==> src/rtl/regfile_writeback.sv <==
// regfile_writeback: write-port sequencer for the register file.
// Two producer sources (ALU = 0, load unit = 1) each feed a small FIFO.
// The FIFOs are drained round-robin, one register-file write per cycle.
// After reset, a sweep writes zero into every register before normal operation.
// Optional feature macro: WB_BYPASS_EN adds a combinational read-forwarding port
// (fwd_sel / fwd_hit / fwd_data) over buffered and in-flight writes.
module regfile_writeback #(
    parameter int DW    = 16,
    parameter int AW    = 4,
    parameter int DEPTH = 2
) (
    input  logic          clock,
    input  logic          rst,
    input  logic          alu_valid,
    output logic          alu_ready,
    input  logic [AW-1:0] alu_dest,
    input  logic [DW-1:0] alu_result,
    input  logic          mem_valid,
    output logic          mem_ready,
    input  logic [AW-1:0] mem_dest,
    input  logic [DW-1:0] mem_result,
    output logic          Write,
    output logic [AW-1:0] select,
    output logic [DW-1:0] data,
    output logic          busy
`ifdef WB_BYPASS_EN
    ,
    input  logic [AW-1:0] fwd_sel,
    output logic          fwd_hit,
    output logic [DW-1:0] fwd_data
`endif
);

    localparam int PW = $clog2(DEPTH);
    localparam int CW = PW + 1;

    typedef enum logic {CLEAR = 1'b0, RUN = 1'b1} state_t;

    state_t          state_r, state_s;
    logic [AW-1:0]   count_r;
    logic            rr_r;              // 0: ALU has priority, 1: load unit has priority
    logic            write_r;
    logic [AW-1:0]   select_r;
    logic [DW-1:0]   data_r;

    logic [AW-1:0]   fdest_r [2][DEPTH];
    logic [DW-1:0]   fdata_r [2][DEPTH];
    logic [PW-1:0]   wptr_r  [2];
    logic [PW-1:0]   rptr_r  [2];
    logic [CW-1:0]   cnt_r   [2];

    logic [1:0]      in_valid_s;
    logic [AW-1:0]   in_dest_s [2];
    logic [DW-1:0]   in_data_s [2];
    logic [1:0]      ready_s;
    logic [1:0]      push_s;
    logic [1:0]      nonempty_s;
    logic [1:0]      pop_s;
    logic            pop_src_s;
    logic [AW-1:0]   head_dest_s;
    logic [DW-1:0]   head_data_s;

    assign in_valid_s   = {mem_valid, alu_valid};
    assign in_dest_s[0] = alu_dest;
    assign in_dest_s[1] = mem_dest;
    assign in_data_s[0] = alu_result;
    assign in_data_s[1] = mem_result;

    // Handshake: ready depends only on registered state, never on valid.
    always_comb begin
        ready_s    = 2'b00;
        nonempty_s = 2'b00;
        for (int i = 0; i < 2; i++) begin
            ready_s[i]    = (state_r == RUN) && (cnt_r[i] != CW'(DEPTH));
            nonempty_s[i] = (cnt_r[i] != {CW{1'b0}});
        end
    end

    assign push_s    = in_valid_s & ready_s;
    assign alu_ready = ready_s[0];
    assign mem_ready = ready_s[1];

    // Arbitration: a lone non-empty source wins; a tie goes to the rr pointer.
    always_comb begin
        pop_s = 2'b00;
        if (state_r != RUN) begin
            pop_s = 2'b00;
        end else if (nonempty_s == 2'b11) begin
            pop_s = rr_r ? 2'b10 : 2'b01;
        end else begin
            pop_s = nonempty_s;
        end
    end

    assign pop_src_s   = pop_s[1];
    assign head_dest_s = fdest_r[pop_src_s][rptr_r[pop_src_s]];
    assign head_data_s = fdata_r[pop_src_s][rptr_r[pop_src_s]];

    // FIFO storage: payload written on accepted push, no reset needed.
    always_ff @(posedge clock) begin
        for (int i = 0; i < 2; i++) begin
            if (push_s[i]) begin
                fdest_r[i][wptr_r[i]] <= in_dest_s[i];
                fdata_r[i][wptr_r[i]] <= in_data_s[i];
            end
        end
    end

    // FIFO pointers and occupancy; reset discards every buffered entry.
    always_ff @(posedge clock) begin
        for (int i = 0; i < 2; i++) begin
            if (rst) begin
                wptr_r[i] <= {PW{1'b0}};
                rptr_r[i] <= {PW{1'b0}};
                cnt_r[i]  <= {CW{1'b0}};
            end else begin
                wptr_r[i] <= wptr_r[i] + {{(PW-1){1'b0}}, push_s[i]};
                rptr_r[i] <= rptr_r[i] + {{(PW-1){1'b0}}, pop_s[i]};
                cnt_r[i]  <= cnt_r[i] + {{PW{1'b0}}, push_s[i]} - {{PW{1'b0}}, pop_s[i]};
            end
        end
    end

    // Round-robin pointer moves only when both sources competed.
    always_ff @(posedge clock) begin
        if (rst) begin
            rr_r <= 1'b0;
        end else if ((state_r == RUN) && (nonempty_s == 2'b11)) begin
            rr_r <= pop_s[0];
        end else begin
            rr_r <= rr_r;
        end
    end

    // Next-state: clear sweep ends after the last register is written.
    always_comb begin
        state_s = state_r;
        case (state_r)
            CLEAR:   state_s = (count_r == {AW{1'b1}}) ? RUN : CLEAR;
            RUN:     state_s = RUN;
            default: state_s = CLEAR;
        endcase
    end

    // State, sweep counter and registered register-file write port.
    always_ff @(posedge clock) begin
        if (rst) begin
            state_r  <= CLEAR;
            count_r  <= {AW{1'b0}};
            write_r  <= 1'b0;
            select_r <= {AW{1'b0}};
            data_r   <= {DW{1'b0}};
        end else begin
            state_r <= state_s;
            case (state_r)
                CLEAR: begin
                    write_r  <= 1'b1;
                    select_r <= count_r;
                    data_r   <= {DW{1'b0}};
                    count_r  <= count_r + AW'(1);
                end
                RUN: begin
                    if (pop_s != 2'b00) begin
                        write_r  <= 1'b1;
                        select_r <= head_dest_s;
                        data_r   <= head_data_s;
                    end else begin
                        write_r  <= 1'b0;
                    end
                end
                default: begin
                    write_r <= 1'b0;
                end
            endcase
        end
    end

    assign Write  = write_r;
    assign select = select_r;
    assign data   = data_r;
    assign busy   = (state_r == CLEAR);

`ifdef WB_BYPASS_EN
    logic [1:0]    src_hit_s;
    logic [CW-1:0] src_pos_s  [2];
    logic [DW-1:0] src_data_s [2];
    logic [PW-1:0] idx_s;
    logic [CW:0]   slot_s     [2];

    function automatic logic [CW:0] min_ext(input logic [CW:0] a, input logic [CW:0] b);
        return (a < b) ? a : b;
    endfunction

    // Youngest matching entry per source, then the one written later wins.
    // Write slot of entry k is k plus the interleaved entries of the other source ahead of it.
    always_comb begin
        src_hit_s = 2'b00;
        idx_s     = {PW{1'b0}};
        fwd_hit   = 1'b0;
        fwd_data  = {DW{1'b0}};
        for (int i = 0; i < 2; i++) begin
            src_pos_s[i]  = {CW{1'b0}};
            src_data_s[i] = {DW{1'b0}};
            for (int k = 0; k < DEPTH; k++) begin
                idx_s = rptr_r[i] + PW'(k);
                if ((CW'(k) < cnt_r[i]) && (fdest_r[i][idx_s] == fwd_sel)) begin
                    src_hit_s[i]  = 1'b1;
                    src_pos_s[i]  = CW'(k);
                    src_data_s[i] = fdata_r[i][idx_s];
                end
            end
        end
        slot_s[0] = {1'b0, src_pos_s[0]}
                  + min_ext({1'b0, src_pos_s[0]} + {{CW{1'b0}}, rr_r}, {1'b0, cnt_r[1]});
        slot_s[1] = {1'b0, src_pos_s[1]}
                  + min_ext({1'b0, src_pos_s[1]} + {{CW{1'b0}}, ~rr_r}, {1'b0, cnt_r[0]});
        if (state_r == CLEAR) begin
            fwd_hit  = 1'b1;
            fwd_data = {DW{1'b0}};
        end else if (src_hit_s == 2'b11) begin
            fwd_hit  = 1'b1;
            fwd_data = (slot_s[1] > slot_s[0]) ? src_data_s[1] : src_data_s[0];
        end else if (src_hit_s[0]) begin
            fwd_hit  = 1'b1;
            fwd_data = src_data_s[0];
        end else if (src_hit_s[1]) begin
            fwd_hit  = 1'b1;
            fwd_data = src_data_s[1];
        end else if (write_r && (select_r == fwd_sel)) begin
            fwd_hit  = 1'b1;
            fwd_data = data_r;
        end else begin
            fwd_hit  = 1'b0;
            fwd_data = {DW{1'b0}};
        end
    end
`endif

endmodule

==> config.mk <==
export PLATFORM = sky130hd
export DESIGN_NAME = regfile_writeback
export DESIGN_NICKNAME = d
export VERILOG_FILES = /design/src/rtl/regfile_writeback.sv
export SDC_FILE = /design/constraint.sdc
export NUM_CORES = 1
export LEC_CHECK = 0
export BUFFER_PORTS_ARGS = -buffer_cell sky130_fd_sc_hd__buf_4
export CAP_MARGIN = 5
export CORE_UTILIZATION = 61
export CTS_CLUSTER_DIAMETER = 100
export DETAILED_ROUTE_END_ITERATION = 12
export MAX_ROUTING_LAYER = met4
export PLACE_DENSITY = 0.83
export SYNTH_ARGS = -nofsm -noshare
export SYNTH_HDL_FRONTEND = slang
export SYNTH_SLANG_ARGS = --single-unit
==> constraint.sdc <==
create_clock -name clock -period 3.4 [get_ports clock]
set_input_delay 0 -clock clock [delete_from_list [all_inputs] [get_ports clock]]
set_output_delay 0 -clock clock [all_outputs]
set_load 0.02 [all_outputs]
* Word level (Yosys, flattened, before mapping)
Memory sizes are Yosys's and may differ from the RTL's. Cells that the tools add are included.
Operators by class: add/subtract/negate cells 9, magnitude comparators 5, eq/ne operators 5, multiplexer cells 40, bitwise logic cells 11, reductions and logical operators 8
Operators by type and width (number):
- $mux 16 | 6
- $mux 32 | 2
- $demux 16 s1 | 2
- $pmux 16 s2 | 1
- $mux 4 | 6
- $mux 8 | 2
- $mux 1 | 11
- $mux 2 | 5
- $demux 4 s1 | 2
- $pmux 4 s2 | 1
- $ge 2x2->1 const B | 3
- $not 1->2 | 3
- $or 1x1->1 | 6
- $reduce_bool 2->1 | 3
- $logic_and 1x1->1 | 5
- $add 1x1->1 | 4
- $add 2x1->2 | 2
- $add 4x1->4 const B | 1
- $eq 4x4->1 const B | 1
- $lt 2x1->1 const B | 2
- $ne 2x2->1 const B | 2
- $pmux 1 s2 | 2
- $sub 2x1->2 | 2
- $and 2x2->2 | 1
- other kinds (3) | 3
Word-level totals: flip-flop bits (word level) 27, RAM bits 88, logic and storage cells 89, memories kept 5
Memory list:
- fdata_r | words 2, width 32, read ports 1, clocked after Yosys merged registers in 0, write ports 2, line 47 | logic [DW-1:0] fdata_r [2][DEPTH];
- fdest_r | words 2, width 8, read ports 1, clocked after Yosys merged registers in 0, write ports 2, line 46 | logic [AW-1:0] fdest_r [2][DEPTH];
- cnt_r | words 2, width 2, read ports 2, clocked after Yosys merged registers in 0, write ports 2, line 50 | logic [CW-1:0] cnt_r [2];
- rptr_r | words 2, width 1, read ports 3, clocked after Yosys merged registers in 0, write ports 2, line 49 | logic [PW-1:0] rptr_r [2];
- wptr_r | words 2, width 1, read ports 2, clocked after Yosys merged registers in 0, write ports 2, line 48 | logic [PW-1:0] wptr_r [2];

* Logic depth before layout (Yosys ltp)
An unclocked memory read counts as a cell.
word-level depth 11, gate-level depth with buffers 9, mapped depth without buffers 8

* Worst setup path before layout
OpenSTA, ideal clock, no wires.
path kind register to register, from reg state_r, to mem fdata_r[0][0] (netlist bit), enable pin, data arrival time 1873 ps, data required time 3022 ps, setup slack 1148 ps, stages on the path, launching flop included 7, buffers on the path 2, cells stage by stage dfxtp_1 > buf_6 > inv_1 > buf_2 > a21oi_1 > and2_1 > ha_1
RTL lines:
- start, declared | line 39 | state_t state_r, state_s;
- start signal, assigned | line 154 | state_r <= state_s;
- end, declared | line 47

==> flow_summary.ini <==
[drt]
firstDrtPassIters = 6
drt_iter0_drc = 220
ant_nets = 0
wl_per_cell_um = 19.7
vias_per_cell = 5.84
vias = 3217
wirelength_um = 10900
drc = 0

[sta]
tightest_slew_ps = 1170
fmax_ghz = 0.433
setup_viol = 0
hold_viol = 0
relSlewSlack_pct = 21.5
finClkSkew_ps = 8.50
timing.final.crit_share_pct = 67.9
grt_setup_unrepaired = no
holdWs_ps = 37.5
slew_violations = 0
setup_tns_ps = 0
setup_ws_ps = 1090
finalCriticalPeriod_ps = 2310

[power]
combPwrFrac_pct = 3.5
sw_frac_of_total_pct = 22.7
p_per_area_mw_per_mm2 = 541
p_seq_share_pct = 45.5
switchingPower_uw = 752
leakage_nw = 2.18
clkPwrFrac_pct = 51.1
p_int_mw = 2.56
max-vdd-ir-drop_mv = 0.508

[global_route]
grt-busiest-layer = met2
grt_max_degree = 37
grt_overflow = 0
grt_pass1_vias = 3213
use_met1_pct = 34.1
grt_antenna_before_repair = 0
use_met3_pct = 9.51
grt_pass1_wl_um = 16400
grt_use_met2_pct = 50.7
groute.usage.overall_pct = 31.0

[hold_path]
holdPathStages = 4
min-delay-start = alu_valid
min_to = cnt_r[0][0]
hp-class = in -> reg

[clocking]
cts_max_level = 4
cts_sinks = 115
clk_latency_ps = 530
tritoncts = done
clkTransAtPathRegs_ps = 60
ctsResizeCount = 0
cts_buffers = 17
cts_hold_buf = 43
cts_setup_buffers = 0
clk_path_buf_depth = 2
cts_root_buf = clkbuf_8

[worst_setup_path]
r2r_start = cnt_r[1][0]
crit_path_top_delay_cell = ha_1
reg2reg_to = fdata_r[1][18]
setup.worst_path.start = cnt_r[1][0]
crit_fanout = 20
worst_setup_path_end_kind = flop
crit_family = adder cells
cp.required_ps = 3550
rrSetupSlack_ps = 1090
crit_buf_inv = 1
worstRegToRegCells = 4
cp_data_arrival_time_ps = 2450
critPathLaunchType = flop
cp_slowest_stage_delay_ps = 830
crit_type = reg -> reg
worstPathCellList = inv_1 > a21oi_1 > and2_1 > ha_1

[yosys]
synth_edf_count = 80
synthTopCellsByArea = edfxtp_1 52%, dfxtp_1 15%, mux2_2 8.7%
async_flop_share_pct = 0
synth_area_leader_cell = edfxtp_1
synth.cell_area_mm2 = 0.00466
synth_most_common_cell = edfxtp_1
seq_area_frac_synth_pct = 66.6
syn_area_per_cell_um2 = 14.1
yosys_most_used_dff = edfxtp_1
yosysTopAreaCellShare_pct = 51.6
syn_nets = 383
yosys_warnings = 0
synth-seq-cells = 115
syn_inst = 331
synth_cell_types = 37
yosys-top-cells-count = 80 x edfxtp_1, 49 x nand3_1, 36 x mux2_2, 35 x dfxtp_1, 16 x a31oi_1

[layout]
antennaDiodeCount = 0
final_nets = 491
post-route-cell-area_mm2 = 0.00613
area_delta_synth_final_pct = 31.6
post-route-util_pct = 83.6
n_fill_cell = 337
drive_gt1_share_pct = 31.6

[placed_design]
pre_cts_slack_ps = 1150
hpwl_um = 5620
io_buffers = 67
place_area_mm2 = 0.00513
gp_congestion = 0.805

[floorplanning]
num_rows = 31
fp.dieH_um = 89.4
fp.dieW_um = 89.4
coreArea_mm2 = 0.00733
start_util_pct = 63.5
io_pins = 68
fp.dieArea_mm2 = 0.00799

[job]
cap_violations = 0

[outcome]
status = finished clean
## per-layer routing
layer | up-vias | wire [um]
li1 | 1477 | -
met1 | 1533 | 4190
met2 | 166 | 5630
met3 | 41 | 692
met4 | 0 | 360
met5 | - | 0
## sequential cells by signal, summed over array words and instances (netlist names)
register  count
Write         1
cnt_r         4
count_r       4
data         16
fdata_r      64
fdest_r      16
rptr_r        2
rr_r          1
select        4
state_r       1
wptr_r        2
## power groups by stage
stage / logic (mW) / clock network [mW] / registers [mW]
after global routing: 0.123 / 1.76 / 1.51
final: 0.115 / 1.69 / 1.51
after detailed placement: 0.0715 / 0 / 1.54
after floorplan: 0.0190 / 0 / 1.54
after global placement: 0.0693 / 0 / 1.54
after CTS: 0.111 / 1.68 / 1.51
## kinds of logic (layout without fill, tap and decap cells)
| kind of cell | after synthesis | count (layout) | share of synthesized area, % |
|---|---|---|---|
| mux | 42 | 42 | 10.0 |
| xor+xnor | 5 | 5 | 0.941 |
| flops | 115 | 115 | 66.6 |
| buf+inv | 32 | 153 | 4.16 |
| fa+ha+maj | 8 | 8 | 2.15 |
| simple gates | 82 | 82 | 9.38 |
| compound gates | 47 | 47 | 6.72 |
## final cells by class
type	instances	area [um^2]	share of cell area [%]
Multi-Input combinational cell	184	1360	22.2
Clock inverter	15	149	2.43
Inverter	10	37.5	0.612
Tap cell	99	124	2.02
Timing Repair Buffer	111	941	15.4
Clock buffer	17	414	6.76
Sequential cell	115	3100	50.6
## placed cells by master, fill, tap and decap left out, types with 5 or more instances in the layout
cell	netlist	layout
mux2_2	36	36
buf_4	1	68
ha_1	8	8
dlygate4sd3_1	0	43
clkinvlp_4	0	5
mux2i_1	5	5
inv_6	0	5
edfxtp_1	80	80
a31oi_1	16	16
clkbuf_16	0	16
dfxtp_1	35	35
nand2_1	5	5
nand3_1	49	49
nor2_1	10	10
a21oi_1	7	7
inv_1	10	10
## worst max-delay path by stage
stage                      to  cells after the start
2_1_floorplan   fdata_r[0][0]                      6
3_3_place_gp    fdata_r[1][4]                      4
3_5_place_dp   fdata_r[1][17]                      4
4_1_cts        fdata_r[1][28]                      4
5_1_grt        fdata_r[1][29]                      4
6_report       fdata_r[1][18]                      4
## per-stage QoR
step | power [mW] | instances
floorplan | 1.56 | 331
global placement | 1.61 | 476
detailed placement | 1.61 | 476
CTS | 3.29 | 551
global route | 3.39 | 551
finish | 3.31 | 551
## tightest hold or removal path: stages
cell and delay [ps]:
buf_4 80, and2_1 170, ha_1 150, nor2b_1 120
No activity file was read; power rests on OpenSTA's default activity.
